**src/rtl/checkerboard_patgen.sv**
```systemverilog
// Checkerboard SRAM test-pattern generator: write/read sweeps of the background pattern and its inverse.
// Defining CHECKERBOARD_DESC_READ_EN adds a descending read sweep after each ascending read sweep.
module checkerboard_patgen #(
    parameter int MAX_ADDR   = 255,
    parameter int DATA_WIDTH = 32,
    parameter int MASK_WIDTH = 4,
    parameter int ADDR_WIDTH = (MAX_ADDR < 1) ? 1 : $clog2(MAX_ADDR + 1)
) (
    input  logic                  clk,
    input  logic                  rst,
    input  logic                  en,
    output logic                  done,
    output logic [ADDR_WIDTH-1:0] addr,
    output logic [DATA_WIDTH-1:0] data,
    output logic [MASK_WIDTH-1:0] wmask,
    output logic                  we,
    output logic                  re,
    output logic [DATA_WIDTH-1:0] expected
);

    // Phases are numbered in execution order, so advancing is a plain increment.
`ifdef CHECKERBOARD_DESC_READ_EN
    localparam logic [2:0] W_CB   = 3'd0;
    localparam logic [2:0] R_CB   = 3'd1;
    localparam logic [2:0] RD_CB  = 3'd2;
    localparam logic [2:0] W_ICB  = 3'd3;
    localparam logic [2:0] R_ICB  = 3'd4;
    localparam logic [2:0] RD_ICB = 3'd5;
    localparam logic [2:0] DONE   = 3'd6;
`else
    localparam logic [2:0] W_CB   = 3'd0;
    localparam logic [2:0] R_CB   = 3'd1;
    localparam logic [2:0] W_ICB  = 3'd2;
    localparam logic [2:0] R_ICB  = 3'd3;
    localparam logic [2:0] DONE   = 3'd4;
`endif

    localparam logic [ADDR_WIDTH-1:0] LAST_ADDR = ADDR_WIDTH'(MAX_ADDR);

    logic [2:0]            phase_q, phase_d;
    logic [ADDR_WIDTH-1:0] addr_q, addr_d;
    logic                  is_write;
    logic                  is_read;
    logic                  invert;
    logic [DATA_WIDTH-1:0] pat;
`ifdef CHECKERBOARD_DESC_READ_EN
    logic                  descending;
    logic                  next_desc;
`endif

    // Bit i of the background is i[0] ^ a[0]: 0xAA.. on even words, 0x55.. on odd.
    function automatic logic [DATA_WIDTH-1:0] bg_pat(input logic a0);
        logic [DATA_WIDTH-1:0] p;
        for (int i = 0; i < DATA_WIDTH; i++) begin
            p[i] = (i % 2 == 1) ^ a0;
        end
        return p;
    endfunction

    always_comb begin
        is_write = 1'b0;
        is_read  = 1'b0;
        invert   = 1'b0;
        case (phase_q)
            W_CB:   is_write = 1'b1;
            R_CB:   is_read  = 1'b1;
            W_ICB:  begin is_write = 1'b1; invert = 1'b1; end
            R_ICB:  begin is_read  = 1'b1; invert = 1'b1; end
`ifdef CHECKERBOARD_DESC_READ_EN
            RD_CB:  is_read = 1'b1;
            RD_ICB: begin is_read = 1'b1; invert = 1'b1; end
`endif
            default: ;
        endcase
    end

`ifdef CHECKERBOARD_DESC_READ_EN
    assign descending = (phase_q == RD_CB) || (phase_q == RD_ICB);
    assign next_desc  = (phase_q == R_CB)  || (phase_q == R_ICB);
`endif

    always_comb begin
        phase_d = phase_q;
        addr_d  = addr_q;
        if (en && (phase_q != DONE)) begin
`ifdef CHECKERBOARD_DESC_READ_EN
            if (descending) begin
                if (addr_q == '0) begin
                    phase_d = phase_q + 3'd1;
                    addr_d  = '0;
                end else begin
                    addr_d = addr_q - ADDR_WIDTH'(1);
                end
            end else
`endif
            if (addr_q == LAST_ADDR) begin
                phase_d = phase_q + 3'd1;
                addr_d  = '0;
`ifdef CHECKERBOARD_DESC_READ_EN
                // A descending sweep starts from the top of the range.
                if (next_desc) addr_d = LAST_ADDR;
`endif
            end else begin
                addr_d = addr_q + ADDR_WIDTH'(1);
            end
        end
    end

    always_ff @(posedge clk) begin
        if (rst) begin
            phase_q <= W_CB;
            addr_q  <= '0;
        end else begin
            phase_q <= phase_d;
            addr_q  <= addr_d;
        end
    end

    always_comb begin
        pat      = bg_pat(addr_q[0]) ^ {DATA_WIDTH{invert}};
        done     = (phase_q == DONE);
        addr     = done ? '0 : addr_q;
        we       = is_write & en;
        re       = is_read & en;
        data     = is_write ? pat : '0;
        wmask    = is_write ? {MASK_WIDTH{1'b1}} : '0;
        expected = is_read ? pat : '0;
    end

endmodule

```
**config.mk**
```make
export PLATFORM = sky130hd
export DESIGN_NAME = checkerboard_patgen
export DESIGN_NICKNAME = d
export VERILOG_FILES = /design/src/rtl/checkerboard_patgen.sv
export SDC_FILE = /design/constraint.sdc
export NUM_CORES = 1
export LEC_CHECK = 0
export ABC_AREA = 0
export BUFFER_PORTS_ARGS = -buffer_cell sky130_fd_sc_hd__buf_2
export CAP_MARGIN = 20
export CORE_AREA = 2 2 57 59
export CTS_BUF_LIST = sky130_fd_sc_hd__clkbuf_4
export CTS_CLUSTER_DIAMETER = 60
export DETAILED_ROUTE_END_ITERATION = 8
export DIE_AREA = 0 0 59 61
export PLACE_DENSITY = 0.8
export SKIP_LAST_GASP = 1
export SYNTH_ARGS = -nofsm -noshare
export SYNTH_HDL_FRONTEND = slang
export SYNTH_SLANG_ARGS = --single-unit
```
**constraint.sdc**
```tcl
create_clock -name clk -period 2.7 [get_ports clk]
set_clock_uncertainty 0.05 [all_clocks]
set_input_delay 0.27 -clock clk [delete_from_list [all_inputs] [get_ports clk]]
set_output_delay 0.27 -clock clk [all_outputs]
set_load 0.005 [all_outputs]
```
==> metrics <==
die area=between 0.003 and 0.004 sq mm; H-tree Lvls=1; max-slew violations=0; Clock Tree Buf Depth=2; hold path start=rst; crit path to=data[3]; Die Y-Extent=about 61 um; root buffer cell=clkbuf_4; Starting DRT DRC Count=24; CTS buffer count=3; Hold Path Class=in -> reg; CTS tree=done; flop2flop setup slack=~0.65 ns; # nets final=196; Comb power frac=0.206; leading area contributor after synthesis=buf_4; post-synthesis cell type count=27; CP startpoint kind=register; worst vdd ir=0.182 mV; worst slack at placement=between 0.4 and 0.5 ns; worst setup margin=0.408 ns; Avg WL per Cell=approximately 10 um; post-layout instance area=around 0.0012 sq mm; Max-Cap Viols=0; Clock Sinks=11; Synth Instances=between 150 and 200; PD cells=roughly 290 mW/mm^2; largest net degree at the start of global routing=17; Max Clk Rate=between 0.4 and 0.5 GHz; worst reg2reg startpoint=addr_q[0]$_SDFFE_PP0P_; dpl cell area=0.00122 sq mm; residual DRC count=0; share of layout cells above drive strength 1=0.495; Synth area leaders=buf_4 (39%), dfxtp_1 (18%), ha_1 (6.1%); EDFF count, synth=0; port bufs=81; Synth top area share=0.388; Cell Area, Synth=approximately 0.0012 sq mm; Via density=~4.7; routability cong.=a little over 0.8; boundary pin count=82; CP Launch Point=phase_q[2]$_SDFFE_PP0P_; number of global-route vias before repair=between 700 and 800; Seq/Total Area, Yosys=0.178; Initial Util=0.419; Async SR Flop Fraction=0; FILL cells=just over 300; initial antenna violation count=0; dpl hpwl=roughly 1.8 mm; Pint=roughly 0.26 mW; hold-fix buffers at CTS=0; Static Leak=0.694 nW; synthesized area per cell=around 7.5 sq um; RSZ-0062 raised after global routing=false; setup_tns=0 ns; WP data required=about 2.4 ns; Mapped Nets=between 150 and 200; Setup-failing EPs final=0; core area=just under 0.003 sq mm; Critical Path End Type=primary output; fin crit period=between 2 and 2.5 ns; FP Rows=20; post-cts resize count=0; P_sw=0.103 mW; worst rel slew slack=0.680; ys flop type=dfxtp_1; Reg clk slew, reported paths=about 0.07 ns; RR Endpoint=phase_q[2]$_SDFFE_PP0P_; Ys Warns=0; Total GRT Usage=0.119; top cells by count, synth=buf_4 (64), dfxtp_1 (11), nor2_1 (11); FF+latch count, synth=11; DRT Wirelength=approximately 2.2 mm; final hold violation count=0; postcts setup bufs=0; Post-Route Utilization=0.422; sequential fraction of design power=0.475; crit path max fanout=16; post-route ant nets=0; Worst Path Arrival=~2.0 ns; switching fraction of total power=0.286; Overflow after GRT=0; period utilisation layout=0.849; Slew @ Worst Pin=0.476 ns; worst skew pair latency=roughly 0.27 ns; die width=slightly below 60 um; antenna cells=0; critical path type=reg -> out; Hold Worst Slack=between 0.2 and 0.3 ns; first-pass GRT wire length=between 3 and 4 mm; status=completed; area grow syn2layout=0.606%; DR vias=roughly 1000; depth of the most critical reg-to-reg path=4; clock group share of total power=0.318; DR pass1 iterations=4; most numerous cell in the Yosys netlist=buf_4
## cells in the final DEF (no fill, tap or decap), drive strengths merged, types with 2 or more instances in the layout
cell type / netlist / layout
buf: 65 / 84
dfxtp: 11 / 11
nor2: 11 / 11
nand2: 10 / 10
a21oi: 10 / 10
inv: 9 / 9
and2: 7 / 7
ha: 6 / 6
nand3: 5 / 5
nor3: 3 / 3
o21ai: 3 / 3
or3: 3 / 3
o31ai: 3 / 3
or4: 3 / 3
clkbuf: 2 / 3
mux2i: 2 / 2
o22ai: 2 / 2
mux2: 2 / 2
## through the flow
step / instances / power [mW]
3_5_place_dp: 215 / 0.249
3_3_place_gp: 215 / 0.248
5_1_grt: 219 / 0.381
2_1_floorplan: 165 / 0.253
6_report: 219 / 0.359
4_1_cts: 219 / 0.364
## metal layers
metal  up-vias  global-route usage  part of all wire
met1       434               0.140              0.44
met5         -                   0                 0
met3         5              0.0256             0.082
met4         0              0.0584             0.016
met2        60               0.205              0.46
li1        527                   -                 -
## flip-flops by register name (all words and copies together) (netlist names)
signal,flops
addr_q,8
phase_q,3
## layout make-up
type	instances	area (sq um)	area share
Sequential cell	11	220	0.177
Tap cell	33	41.3	0.0331
Multi-Input combinational cell	78	495	0.398
Clock inverter	1	5.00	0.00402
Inverter	9	33.8	0.0271
Clock buffer	3	22.5	0.0181
Timing Repair Buffer	84	428	0.343
## critical path: stages (launching register included)
cell     delay [ns]
dfxtp_1        0.44
inv_1          0.11
ha_1           0.26
nor4b_1        0.27
a21oi_1        0.09
nor2_2         0.34
buf_2          0.19
## cell families after synthesis
kind of cell	Yosys count	synth area share
AO/OA/AOI/OAI	24	0.126
adder cells (fa/ha/maj)	6	0.0606
buffers and inverters	76	0.424
flip-flops	11	0.178
multiplexers	4	0.0343
AND/OR/NAND/NOR	44	0.177
## power groups by stage
stage          Combinational, mW  Clock (mW)  Sequential [mW]
2_1_floorplan             0.0820           0            0.171
3_3_place_gp              0.0738           0            0.174
3_5_place_dp              0.0749           0            0.174
4_1_cts                   0.0750       0.118            0.170
5_1_grt                   0.0830       0.126            0.171
6_report                  0.0740       0.114            0.171
## worst min path at each step
| stage | endpoint | slack (ns) | cells past startpoint |
|---|---|---|---|
| after floorplan | addr_q[1]$_SDFFE_PP0P_ | 0.38 | 2 |
| after global placement | phase_q[1]$_SDFFE_PP0P_ | 0.43 | 2 |
| after detailed placement | addr_q[6]$_SDFFE_PP0P_ | 0.45 | 2 |
| after CTS | addr_q[4]$_SDFFE_PP0P_ | 0.25 | 2 |
| after global routing | addr_q[2]$_SDFFE_PP0P_ | 0.26 | 2 |
| final | addr_q[2]$_SDFFE_PP0P_ | 0.25 | 2 |
Note: power is estimated with default switching activity, not from simulation.
